File: src/rtl/alu_seq_pkg.sv
// alu_seq_pkg: opcodes, FSM state type and opcode legality check shared by the issuer
package alu_seq_pkg;
  localparam logic [3:0] OP_NOP = 4'b0000;
  localparam logic [3:0] OP_ADD = 4'b0010;
  localparam logic [3:0] OP_SUB = 4'b0011;
  localparam logic [3:0] OP_MUL = 4'b0100;
  localparam logic [3:0] OP_DIV = 4'b0101;
  localparam logic [3:0] OP_MOD = 4'b0110;
  typedef enum logic [1:0] {S_IDLE = 2'd0, S_SETTLE = 2'd1, S_RESP = 2'd2} state_e;
  function automatic logic is_legal_op(input logic [3:0] op);
    return op >= OP_ADD && op <= OP_MOD;
  endfunction
endpackage

File: src/rtl/alu_seq_timer.sv
// alu_seq_timer: loadable down-counter; done_o is high while the count is zero
// Ports: clk_i, rst_ni (async, active-low), load_i/val_i load a start count, done_o.
module alu_seq_timer (
  input  logic       clk_i,
  input  logic       rst_ni,
  input  logic       load_i,
  input  logic [3:0] val_i,
  output logic       done_o
);
  logic [3:0] cnt_q, cnt_d;
  always_comb cnt_d = load_i ? val_i : (cnt_q != 4'd0 ? cnt_q - 4'd1 : cnt_q);
  always_ff @(posedge clk_i or negedge rst_ni)
    if (!rst_ni) cnt_q <= 4'd0;
    else cnt_q <= cnt_d;
  assign done_o = cnt_q == 4'd0;
endmodule

File: src/rtl/alu_seq_issuer.sv
// alu_seq_issuer: issues one command at a time to the combinational ALU breadboard and returns its result
// Ports: cmd_* valid/ready command in; alu_* drive/sample the breadboard; rsp_* valid/ready response out;
// cnt_ops_o counts delivered responses. Macro ALU_SEQ_CHAIN_EN adds an accumulator that cmd_chain_i
// can select as operand 1; without it cmd_chain_i is ignored.
module alu_seq_issuer
  import alu_seq_pkg::*;
#(
  parameter int unsigned SETTLE_CYCLES = 2
) (
  input  logic        clk_i,
  input  logic        rst_ni,
  input  logic        cmd_valid_i,
  output logic        cmd_ready_o,
  input  logic [3:0]  cmd_op_i,
  input  logic [15:0] cmd_a_i,
  input  logic [15:0] cmd_b_i,
  input  logic        cmd_chain_i,
  output logic [15:0] alu_in1_o,
  output logic [15:0] alu_in2_o,
  output logic [3:0]  alu_op_o,
  input  logic [31:0] alu_out_i,
  input  logic [1:0]  alu_err_i,
  output logic        rsp_valid_o,
  input  logic        rsp_ready_i,
  output logic [31:0] rsp_data_o,
  output logic [1:0]  rsp_err_o,
  output logic        rsp_illegal_o,
  output logic [15:0] cnt_ops_o
);
  state_e      state_q, state_d;
  logic        rdy_q, rdy_d, vld_q, vld_d, ill_q, ill_d;
  logic [15:0] in1_q, in1_d, in2_q, in2_d, cnt_q, cnt_d, in1_sel;
  logic [3:0]  op_q, op_d;
  logic [31:0] data_q, data_d;
  logic [1:0]  err_q, err_d, merr;
  logic        accept, legal, issue, capture, hs, done;
`ifdef ALU_SEQ_CHAIN_EN
  logic [15:0] acc_q, acc_d;
  assign in1_sel = cmd_chain_i ? acc_q : cmd_a_i;
  always_comb acc_d = capture && merr == 2'b00 ? alu_out_i[15:0] : acc_q;
  always_ff @(posedge clk_i or negedge rst_ni)
    if (!rst_ni) acc_q <= 16'd0;
    else acc_q <= acc_d;
`else
  logic unused_chain;
  assign unused_chain = cmd_chain_i;
  assign in1_sel = cmd_a_i;
`endif
  alu_seq_timer u_timer (
    .clk_i  (clk_i),
    .rst_ni (rst_ni),
    .load_i (issue),
    .val_i  (4'(SETTLE_CYCLES - 1)),
    .done_o (done)
  );
  // accept/capture/hs are mutually exclusive: each is only possible in one state
  always_comb begin
    accept  = cmd_valid_i & rdy_q;
    legal   = is_legal_op(cmd_op_i);
    issue   = accept & legal;
    capture = state_q == S_SETTLE && done;
    hs      = vld_q & rsp_ready_i;
    // the breadboard reports ERR for every opcode; keep only flags meaningful for the op issued
    merr    = {alu_err_i[1] & (op_q == OP_DIV || op_q == OP_MOD),
               alu_err_i[0] & (op_q == OP_ADD || op_q == OP_SUB)};
    state_d = accept ? (legal ? S_SETTLE : S_RESP) : capture ? S_RESP : hs ? S_IDLE : state_q;
    // registered so ready stays low during reset and rises one edge after release
    rdy_d   = state_d == S_IDLE;
    in1_d   = issue ? in1_sel : in1_q;
    in2_d   = issue ? cmd_b_i : in2_q;
    op_d    = issue ? cmd_op_i : hs ? OP_NOP : op_q;
    vld_d   = (accept & ~legal) | capture ? 1'b1 : hs ? 1'b0 : vld_q;
    data_d  = capture ? alu_out_i : (accept | hs) ? 32'd0 : data_q;
    err_d   = capture ? merr : (accept | hs) ? 2'b00 : err_q;
    ill_d   = accept ? ~legal : hs ? 1'b0 : ill_q;
    cnt_d   = cnt_q + 16'(hs);
  end
  always_ff @(posedge clk_i or negedge rst_ni)
    if (!rst_ni) begin
      state_q <= S_IDLE;
      rdy_q   <= 1'b0;
      in1_q   <= 16'd0;
      in2_q   <= 16'd0;
      op_q    <= OP_NOP;
      vld_q   <= 1'b0;
      data_q  <= 32'd0;
      err_q   <= 2'b00;
      ill_q   <= 1'b0;
      cnt_q   <= 16'd0;
    end else begin
      state_q <= state_d;
      rdy_q   <= rdy_d;
      in1_q   <= in1_d;
      in2_q   <= in2_d;
      op_q    <= op_d;
      vld_q   <= vld_d;
      data_q  <= data_d;
      err_q   <= err_d;
      ill_q   <= ill_d;
      cnt_q   <= cnt_d;
    end
  assign cmd_ready_o   = rdy_q;
  assign alu_in1_o     = in1_q;
  assign alu_in2_o     = in2_q;
  assign alu_op_o      = op_q;
  assign rsp_valid_o   = vld_q;
  assign rsp_data_o    = data_q;
  assign rsp_err_o     = err_q;
  assign rsp_illegal_o = ill_q;
  assign cnt_ops_o     = cnt_q;
endmodule

File: config.mk
export PLATFORM = sky130hd
export DESIGN_NAME = alu_seq_issuer
export DESIGN_NICKNAME = d
export VERILOG_FILES = /design/src/rtl/alu_seq_pkg.sv /design/src/rtl/alu_seq_timer.sv /design/src/rtl/alu_seq_issuer.sv
export SDC_FILE = /design/constraint.sdc
export NUM_CORES = 1
export LEC_CHECK = 0
export CAP_MARGIN = 0
export CORE_MARGIN = 2
export CORE_UTILIZATION = 39
export DETAILED_ROUTE_END_ITERATION = 8
export GPL_ROUTABILITY_DRIVEN = 0
export MAX_ROUTING_LAYER = met4
export PLACE_DENSITY = 0.74
export SYNTH_ARGS = -nofsm -noshare
export SYNTH_HDL_FRONTEND = slang
export SYNTH_SLANG_ARGS = --single-unit
File: constraint.sdc
create_clock -name clk_i -period 1.9 [get_ports clk_i]
set_input_delay 0.38 -clock clk_i [delete_from_list [all_inputs] [get_ports clk_i]]
set_output_delay 0.38 -clock clk_i [all_outputs]
set_load 0.02 [all_outputs]
==> impl_metrics.ini <==
[worst_setup_path]
path_max_fanout = 6
critPathMaxStageDelay_ns = 0.49
end_kind = register
cpLargestDelayFamily = simple AND/OR/NAND/NOR gates
criticalPathCategory = reg2reg
crit_buf_inv = 2
crit_chain = inv_2 -> ha_4 -> or3b_4 -> or3b_4 -> buf_12 -> mux2i_4
crit_top_cell = or3b_4
arrival_ns = 2.19
required_ns = 2.15
cp-start-kind = register
crit_slowest_cell = or3b_4

[run]
cap_violations = 0

[grt]
grt_pass1_vias = 3249
grt_overflow = 0
antenna_found_initial = 0
grt_max_degree = 57
grt_usage_pct = 18.3
grt_pass1_wl_um = 15600

[die]
fp.dieH_um = 105
die_w_um = 105
start_util_pct = 40.5
die_area_um2 = 11000
rows = 36
pin_count = 164
core_area_um2 = 9820

[timing]
setup_slack_ns = -0.0348
slew_headroom_pct = 78.0
rsz0062_at_grt = yes
fin_crit_sh_pct = 102
hold_viol_final = 0
max_freq_ghz = 0.517
finalSetupViolations = 11
worst_slew_pin_slew_ns = 0.329
skew_ns = 0.0115
fin_crit_ns = 1.93
whs_ns = 0.344
drv_slew = 0

[synthesis]
ys_warn_count = 0
avgSynthCellArea_um2 = 12.1
synth.area.top_cells = dfrtp_1, mux2i_1, mux2_1
yosysSeqAreaShare_pct = 59.7
ys_types = 32
yosysTopAreaCell = dfrtp_1
synth_area_um2 = 3980
yosys_register_bits = 95
synth_top_area_share_pct = 59.7
synth_fp_nets = 406
netlist_instances = 328

[outcome]
violations = setup timing
status = finished with violations

[detailed_routing]
vias = 3064
detail-route-antenna-nets = 0
firstDrtPassIters = 4
drt_iter0_markers = 69
vias_per_cell = 4.70
route.detailed.drc = 0
detail_route.wl_per_cell_um = 14.7
wl_um = 9570

[cts]
clock_tree.buffer_depth = 2
clkLatencyLatePin_ns = 0.37
cts_sinks = 95
tritoncts = built
numCtsBuffers = 9
cts-root-buf = clkbuf_8
path_clk_slew_ns = 0.09
cts_max_level = 3

[cells_and_area]
fin_nets = 593
drive_gt1_share_pct = 10.2
nFillCells = 838
multiInputGateArea_um2 = 1450
final_cells = 652
ff_latch_area_um2 = 2380
n_antenna_cell = 0
syn2layout_area_growth_pct = 57.3

[power]
cellPowerDensity_nw_per_um2 = 1220
p_leak_nw = 3.10
irDropWorstVdd_mv = 0.763

[placement]
io_buffers = 162
placed_cells = 632
hpwl_um = 7080

[min_path]
timing.hold.worst.class = in2async
[cells in the final DEF, fill, tap and decap left out, types with 2 or more instances in the layout]
master           instances
nor3_1                   5
clkdlybuf4s50_1        160
clkbuf_16                2
dfrtp_1                 95
nor2_1                   5
ha_1                     2
nand4_1                  3
o21bai_1                 2
buf_4                   17
or3b_4                   2
clkinv_2                 3
nand2_1                 45
xor2_1                   9
mux2_1                  32
inv_2                    2
mux2i_1                 37
nand2b_1                 3
buf_12                   6
nand3_1                  9
and3_1                   2
clkbuf_8                11
xnor2_1                  7
inv_1                   38
nor4_2                   2
[kinds of logic after synthesis]
kind of cell / Yosys count / share of synthesized area (%)
XOR/XNOR: 16 / 3.52
buffers and inverters: 51 / 5.66
multiplexers: 70 / 18.6
flip-flops: 95 / 59.7
AO/OA/AOI/OAI: 9 / 1.57
adder cells (fa/ha/maj): 3 / 0.943
AND/OR/NAND/NOR: 84 / 9.97
[worst paths after layout]
| path | start | end | slack (ns) | depth (start not counted) |
|---|---|---|---|---|
| max in group asynchronous | rst_ni | rsp_valid_o$_DFFE_PN0P_ | 1.06 | 3 |
| worst max-delay path | u_timer.cnt_q[0]$_DFFE_PN0P_ | rsp_data_o[19]$_DFFE_PN0P_ | -0.03 | 6 |
| worst max register to register | u_timer.cnt_q[0]$_DFFE_PN0P_ | rsp_data_o[19]$_DFFE_PN0P_ | -0.03 | 6 |
| min in group clk_i | alu_in1_o[13]$_DFFE_PN0P_ | alu_in1_o[13]$_DFFE_PN0P_ | 0.49 | 1 |
| worst min register to register | alu_in1_o[13]$_DFFE_PN0P_ | alu_in1_o[13]$_DFFE_PN0P_ | 0.49 | 1 |
| worst min-delay path | rst_ni | cnt_ops_o[10]$_DFF_PN0_ | 0.34 | 2 |
[layer usage]
layer | vias to the layer above | share of wire [%] | track usage, %
met5 | - | 0 | -
met4 | 0 | 1.4 | 6.48
met3 | 13 | 5.1 | 5.24
met2 | 85 | 52 | 30.6
met1 | 1516 | 42 | 21.0
li1 | 1450 | - | -
[what timing repair did]
| action | in CTS | in global routing |
|---|---|---|
| resized for setup | 2 | 13 |
| buffers inserted | 0 | 2 |
| cloned | 0 | 2 |
| pin swaps | 0 | 3 |
| hold endpoints to repair | 17 | 0 |
| hold buffers | 1 | 0 |
| endpoints found under the setup margin | 37 | 39 |
[flip-flops by register name, summed over array words and instances (netlist names)]
signal and cells:
alu_in1_o 16, alu_in2_o 16, alu_op_o 4, cmd_ready_o 1, cnt_ops_o 16, rsp_data_o 32, rsp_err_o 2, rsp_illegal_o 1
rsp_valid_o 1, state_q 2, u_timer.cnt_q 4
[cells in the mapped netlist]
cell and number:
clkbuf_1 4, or2_2 1, nand3_1 10, a21oi_1 1
nand2b_1 3, nor2_1 5, a211oi_1 1, mux2i_1 38
xnor2_1 7, buf_6 4, and3_1 2, a22oi_1 1
buf_2 3, nor3_1 6, nand4b_1 1, dfrtp_1 95
a31oi_1 1, mux2_1 32, inv_1 40, o21bai_1 2
nand3b_1 1, or3b_1 1, ha_1 3, o21ai_0 1
a31o_1 1, nor4_1 4, a21boi_0 1, nand4_1 3
or4bb_1 1, nand2_1 45, or3b_4 1, xor2_1 9
[through the flow]
step           TNS (ns)  instance area (µm²)  total power [W]  util (%)  worst slack (ns)
2_1_floorplan    -0.175                 3990          0.00453         -          -0.00755
3_3_place_gp      -7.00                 5920          0.00617      60.2            -0.165
3_5_place_dp     -11.26                 5920          0.00628      60.2            -0.263
6_report         -0.114                 6260          0.00763      63.7           -0.0348
5_1_grt           -1.82                 6260          0.00805      63.7           -0.0747
4_1_cts         -0.0794                 6130          0.00766      62.4           -0.0571
[cell type report]
cell class                 instances  area share (%)
clock buffer                      11            2.42
inverter                          40            2.40
tap                              133            2.66
multi-input combinational        182            23.1
sequential                        95            38.0
timing repair buffer             187            30.7
clock inverter                     4           0.720
[power by group]
part           switching, W  internal, W
Sequential         0.000395      0.00264
Combinational       0.00154      0.00170
Clock              0.000680     0.000667
(Power assumes the default switching activity.)
